## src/rtl/divisor_secuencial_8x4.sv

```systemverilog
// divisor_secuencial_8x4: sequential restoring divider, one quotient bit per clock, start/busy/done handshake.
// Define DIV_EARLY_EXIT_EN to retire dividend < divisor in one cycle instead of iterating.
`timescale 1ns/1ps
module divisor_secuencial_8x4 #(
    parameter int DIVIDEND_W = 8,
    parameter int DIVISOR_W  = 4
) (
    input  logic                  clk,
    input  logic                  rst_n,
    input  logic                  start,
    input  logic [DIVIDEND_W-1:0] dividend,
    input  logic [DIVISOR_W-1:0]  divisor,
    output logic [DIVIDEND_W-1:0] quotient,
    output logic [DIVISOR_W-1:0]  remainder,
    output logic                  busy,
    output logic                  done,
    output logic                  div_by_zero
);
    localparam int CW = $clog2(DIVIDEND_W);
    localparam logic [1:0] IDLE = 2'd0, CALC = 2'd1, DONE = 2'd2;

    logic [1:0]            state_q, state_d;
    logic [CW-1:0]         cnt_q, cnt_d;
    logic                  fin_q, fin_d;
    logic [DIVIDEND_W-1:0] dvd_q, dvd_d;
    logic [DIVISOR_W-1:0]  dvs_q, dvs_d;
    logic [DIVISOR_W:0]    part_q, part_d;
    logic [DIVIDEND_W-1:0] quotient_q, quotient_d;
    logic [DIVISOR_W-1:0]  remainder_q, remainder_d;
    logic                  busy_q, busy_d, done_q, done_d, dz_q, dz_d;
    logic [DIVISOR_W:0]    shifted;
    logic                  fits, accept;

    // dvd_q shifts the dividend out at the top while quotient bits enter at the bottom
    always_comb begin
        shifted     = {part_q[DIVISOR_W-1:0], dvd_q[DIVIDEND_W-1]};
        fits        = shifted >= {1'b0, dvs_q};
        accept      = start && (state_q != CALC);
        state_d     = state_q;
        cnt_d       = cnt_q;
        fin_d       = fin_q;
        dvd_d       = dvd_q;
        dvs_d       = dvs_q;
        part_d      = part_q;
        quotient_d  = quotient_q;
        remainder_d = remainder_q;
        dz_d        = dz_q;
        done_d      = 1'b0;
        busy_d      = (state_q == CALC) && !fin_q;
        if (accept) begin
            state_d = CALC;
            dvs_d   = divisor;
            cnt_d   = CW'(DIVIDEND_W - 1);
            dz_d    = divisor == '0;
            fin_d   = divisor == '0;
            dvd_d   = (divisor == '0) ? '1 : dividend;
            part_d  = '0;
`ifdef DIV_EARLY_EXIT_EN
            if (divisor != '0 && DIVIDEND_W'(divisor) > dividend) begin
                fin_d  = 1'b1;
                dvd_d  = '0;
                part_d = (DIVISOR_W + 1)'(dividend[DIVISOR_W-1:0]);
            end
`endif
        end else if (state_q == CALC && fin_q) begin
            // zero-divisor and early-exit results retire through this same final slot
            state_d     = DONE;
            fin_d       = 1'b0;
            quotient_d  = dvd_q;
            remainder_d = part_q[DIVISOR_W-1:0];
            done_d      = 1'b1;
        end else if (state_q == CALC) begin
            part_d = fits ? shifted - {1'b0, dvs_q} : shifted;
            dvd_d  = {dvd_q[DIVIDEND_W-2:0], fits};
            cnt_d  = cnt_q - 1'b1;
            fin_d  = cnt_q == '0;
        end
    end

    always_ff @(posedge clk or negedge rst_n) begin
        if (!rst_n) begin
            state_q     <= IDLE;
            cnt_q       <= '0;
            fin_q       <= 1'b0;
            dvd_q       <= '0;
            dvs_q       <= '0;
            part_q      <= '0;
            quotient_q  <= '0;
            remainder_q <= '0;
            busy_q      <= 1'b0;
            done_q      <= 1'b0;
            dz_q        <= 1'b0;
        end else begin
            state_q     <= state_d;
            cnt_q       <= cnt_d;
            fin_q       <= fin_d;
            dvd_q       <= dvd_d;
            dvs_q       <= dvs_d;
            part_q      <= part_d;
            quotient_q  <= quotient_d;
            remainder_q <= remainder_d;
            busy_q      <= busy_d;
            done_q      <= done_d;
            dz_q        <= dz_d;
        end
    end

    assign quotient    = quotient_q;
    assign remainder   = remainder_q;
    assign busy        = busy_q;
    assign done        = done_q;
    assign div_by_zero = dz_q;
endmodule

```

## config.mk

```make
export PLATFORM = sky130hd
export DESIGN_NAME = divisor_secuencial_8x4
export DESIGN_NICKNAME = d
export VERILOG_FILES = /design/src/rtl/divisor_secuencial_8x4.sv
export SDC_FILE = /design/constraint.sdc
export NUM_CORES = 1
export LEC_CHECK = 0
export ABC_AREA = 0
export BUFFER_PORTS_ARGS = -buffer_cell sky130_fd_sc_hd__buf_4
export CAP_MARGIN = 20
export CORE_AREA = 3 3 87 89
export CTS_CLUSTER_SIZE = 40
export DETAILED_ROUTE_END_ITERATION = 10
export DIE_AREA = 0 0 90 92
export PLACE_DENSITY = 0.44
export REMOVE_ABC_BUFFERS = 1
export SYNTH_ARGS = -nofsm -noshare
export SYNTH_HDL_FRONTEND = slang
export SYNTH_SLANG_ARGS = --single-unit
export TNS_END_PERCENT = 5
```

## constraint.sdc

```tcl
create_clock -name clk -period 1.88 [get_ports clk]
set_clock_uncertainty 0.1 [all_clocks]
set_input_delay 0.094 -clock clk [delete_from_list [all_inputs] [get_ports clk]]
set_output_delay 0.094 -clock clk [all_outputs]
set_load 0.01 [all_outputs]
```

# After elaboration in Yosys (flattened, before gate mapping)
# Index checks and enable logic that the tools add are counted.
# op_classes
n_addsub	2
magnitude_cmp	1
n_eq_ne	3
muxes	18
bitwise_logic	1
n_reduce_logical	11
# op_table
operator	count
$mux 8	4
$mux 4	4
$mux 3	3
$ge 5x4->1	1
$mux 1	5
$logic_not 4->1	1
$mux 2	2
$reduce_and 2->1	2
$reduce_bool 2->1	2
$sub 4x4->4	1
$logic_and 1x1->1	3
$logic_not 3->1	1
$reduce_bool 3->1	1
$sub 3x1->3 const B	1
$eq 2x1->1 const B	1
$ne 2x1->1 const B	1
$ne 2x2->1 const B	1
$logic_not 1->1	1
$not 1->1	1
# totals
register_bits	37
inputBits	15
out_inout_bits	15
word_cells	47

# Logic depth before layout (Yosys ltp)
# depth
word_depth	5
depth_mapped	7
depth_no_buf	7

# Worst setup path after synthesis
# Ideal clock, no wire load.
# synth_timing
path_type	reg2reg
start	register part_q[1]
end	register part_q[0]
setup_ns	0.121
arrival_ns	1.553
t_required_ns	1.659
path_slack_ns	0.106
stages_incl_launch_ff	7
path_buffers	0
synth_period_minus_slack_ns	1.774
path_cell_list	dfrtp_1 > ha_1 > or2_1 > a211oi_2 > a21oi_2 > mux2i_1 > a22o_1
# synth_between
elab_chain_cells	5
# synth_rtl
element	line_no	source
from (decl)	27	logic [DIVISOR_W:0] part_q, part_d;
from (signal assigned)	99	part_q <= part_d;
$ge 5x4->1	37	fits = shifted >= {1'b0, dvs_q};
$mux 4	73	part_d = fits ? shifted - {1'b0, dvs_q} : shifted;
$mux 4	72	end else if (state_q == CALC) begin
$mux 4	65	end else if (state_q == CALC && fin_q) begin
$mux 4	50	if (accept) begin
# Every way passes these cells. The select of a mux whose other input is x is not followed.
# A chain may end at the register's enable or synchronous reset.

# Worst setup path after layout
# layout_timing
start	register dvs_q[2]
end	register part_q[1]
# layout_between
elab_chain_cells	5
# layout_rtl
element	line_no	source
from (decl)	26	logic [DIVISOR_W-1:0] dvs_q, dvs_d;
from (signal assigned)	98	dvs_q <= dvs_d;
$ge 5x4->1	37	
$mux 4	73	
$mux 4	72	
$mux 4	65	
$mux 4	50	
# Every way passes these cells. The select of a mux whose other input is x is not followed.

==> flow_metrics.py <==
metrics = {
    "finish": {
        "ff_latch_area_um2": 925.9,
        "drive_gt1_share_pct": 35.05,
        "diodes": 0,
        "multi_input_area_um2": 738.2,
        "fin_nets": 215,
        "area_delta_synth_final_pct": 33.46,
        "mostFrequentLayoutCells": "dfrtp_1, buf_4, mux2_2, nor2_1, nand2_1",
        "layout_commonest_cell": "dfrtp_1",
        "fill_cells": 726,
    },
    "pwr": {
        "p_clk_share_pct": 13.6,
        "ir_worst_vdd_mv": 0.4875,
        "seqPwrFrac_pct": 32.7,
        "finalPower_w": 0.004484,
        "p_switching_w": 0.001735,
        "power.density_nw_per_um2": 1957,
        "p_sw_share_pct": 38.69,
        "p_leak_nw": 1.070,
        "intPower_w": 0.002750,
        "p_comb_share_pct": 53.7,
    },
    "critical_path": {
        "crit_path_max_incr_delay_ns": 0.38,
        "rr_endpoint": "part_q[1]",
        "worst_ep_required_time_ns": 1.96,
        "crit_path_end_kind": "register",
        "path_class": "register to register",
        "crit_fanout": 5,
        "ff2ff_path_depth": 7,
        "path_cells": "inv_1 > ha_4 > or2_1 > a211oi_2 > a21oi_4 > mux2i_1 > a22o_1",
        "cpLargestDelayFamily": "compound AO/OA/AOI/OAI gates",
        "r2r_start": "dvs_q[2]",
        "startpoint_type": "register",
        "cp_data_arrival_time_ns": 1.87,
        "r2r_slack_ns": 0.09,
        "cpMaxStageDelayCell": "dfrtp_1",
        "crit_buf_inv": 1,
    },
    "place": {
        "dp_hpwl_mm": 2.565,
        "port-buffer-count": 29,
        "routabilityCongestion": 0.7338,
    },
    "worst_hold_path": {
        "hold_path_depth": 3,
        "hold_class": "input port to register",
        "min_from": "dividend[7]",
        "worstHoldEndpoint": "dvd_q[7]",
    },
    "yosys": {
        "synthCells": 146,
        "yosys-top-cells-area": "dfrtp_1, mux2_2, ha_1",
        "synth.avg_cell_area_um2": 11.76,
        "async_reset_ff_share_pct": 100.0,
        "yosys_warnings": 0,
        "synth-main-ff-cell": "dfrtp_1",
        "yosysTopAreaCell": "dfrtp_1",
        "seq_area_frac_synth_pct": 53.94,
        "synth_seq_cells": 37,
        "yosysTopAreaCellShare_pct": 53.94,
        "synth_edf_count": 0,
        "yosysUniqueCellTypes": 33,
        "synth_area_um2": 1717,
    },
    "global_route": {
        "grt_max_degree": 38,
        "first_global_vias": 1297,
        "grt_util_all_layers_pct": 9.806,
        "grt_pass1_wl_mm": 6.396,
        "grt_overflow": 0,
        "antenna_found_initial": 0,
    },
    "sta": {
        "layout_min_cycle_time_ns": 1.791,
        "post-route-period-util_pct": 95.24,
        "drv_slew": 0,
        "setup_violations": 0,
        "slew_headroom_pct": 68.36,
        "hold_viol_final": 0,
        "worst_pin_slew_ns": 0.4746,
        "rsz0062_at_grt": "no",
        "fmax_mhz": 558.5,
        "fin_setup_tns_ns": 0,
    },
    "route": {
        "drt_iter0_markers": 29,
        "wl_per_cell_um": 12.88,
        "vias": 1207,
        "route.antenna.remaining_nets": 0,
        "remaining_drc_errors": 0,
        "via_per_inst": 4.162,
        "drt_pass1_iterations": 4,
        "routed_wl_mm": 3.735,
    },
    "die": {
        "fp.dieW_um": 90,
        "coreArea_um2": 6832,
        "floorplan.initialDensity_pct": 25.13,
        "rows": 30,
        "dieArea_um2": 8280,
        "die_y_um": 92,
        "io_pins": 30,
    },
    "clocking": {
        "clk_latency_ns": 0.29,
        "cts_inserted_buffers": 5,
        "cts-root-buf": "clkbuf_8",
        "ctsHtreeMaxLevel": 2,
        "cts_buffer_depth": 2,
        "clock-sinks": 37,
        "cts_tree": "built",
        "clk_pin_slew_ns": 0.08,
    },
    "run_status": {
        "status": "finished clean",
    },
    "flow_run": {
        "cap_violations": 0,
    },
}
[power by group through the flow]
stage               combinational, W  sequential, W  clock, W
finish                       0.00241        0.00147  0.000610
global route                 0.00272        0.00153  0.000669
CTS                          0.00236        0.00147  0.000636
detailed placement           0.00233        0.00148         0
global placement             0.00234        0.00147         0
floorplan                    0.00156        0.00149         0
[cell type report]
| cell class | instances | share of cell area, % |
|---|---|---|
| sequential | 37 | 40.42 |
| multi-input combinational | 93 | 32.22 |
| timing repair buffer | 44 | 15.51 |
| tap | 96 | 5.243 |
| clock buffer | 7 | 4.205 |
| inverter | 12 | 2.185 |
| clock inverter | 1 | 0.2185 |
[repair_timing]
item / in CTS / in global routing
setup endpoints to repair: 0 / 3
setup buffers: 0 / 0
hold endpoints to repair: 47 / 0
resized for setup: 0 / 3
hold buffers: 10 / 0
[synth_stat cells (2+ instances only)]
library cell	count
nand2_2	2
a21oi_1	2
ha_1	6
nand2b_1	2
a221o_1	3
nand2_1	13
o21ai_0	9
buf_2	2
a22o_1	2
mux2_2	15
inv_1	11
dfrtp_1	37
a31oi_1	4
mux2i_1	6
nor2_1	14
[cells by family (layout without fill, tap and decap cells)]
logic type	Yosys count	count (layout)	share of synthesized area, %
xor gates and xnor gates	2	2	1.021
DFF	37	37	53.94
AOI/OAI and AO/OA	26	26	10.93
muxes	21	21	13.34
adders and majority gates	7	7	5.539
and+or+nand+nor	37	37	10.64
buffers and inverters	16	64	4.592
[tightest hold or removal path: stages]
cell and delay, ns:
buf_4 0.08, nor2_1 0.05, a31oi_1 0.14
[per-layer routing]
layer | global-route usage [%] | vias to the layer above | share of wire (%)
met2 | 13.88 | 32 | 45
li1 | - | 595 | -
met4 | 4.592 | 0 | 2.0
met5 | 0 | - | 0
met3 | 3.035 | 6 | 4.7
met1 | 13.55 | 574 | 48
[per-stage QoR]
step           instance area (µm²)  cells  setup WS, ns  utilization, %  hold WS [ns]
2_1_floorplan                 1688    142        0.1057               -       -0.3016
3_3_place_gp                  2063    272       0.09526           30.20     0.0005186
3_5_place_dp                  2063    272       0.07403           30.20     -0.004503
4_1_cts                       2265    290       0.06651           33.15      0.007599
5_1_grt                       2291    290      0.003927           33.53       0.04768
6_report                      2291    290       0.08949           33.53      0.003948
[how the worst max path moves through the flow]
stage,slack [ns],depth (start not counted),startpoint,endpoint
after floorplan,0.11,6,part_q[1],part_q[0]
final,0.09,7,dvs_q[2],part_q[1]
after CTS,0.07,6,part_q[1],part_q[1]
after global routing,0.004,7,dvs_q[2],part_q[1]
after detailed placement,0.07,6,part_q[1],part_q[0]
after global placement,0.1,6,part_q[1],part_q[0]
[state kept, by name, summed over array words and instances (netlist names)]
register / flops
busy: 1
div_by_zero: 1
quotient: 8
fin_q: 1
part_q: 4
remainder: 4
cnt_q: 3
dvs_q: 4
done: 1
dvd_q: 8
state_q: 2
Note: power is estimated with default switching activity, not from simulation.
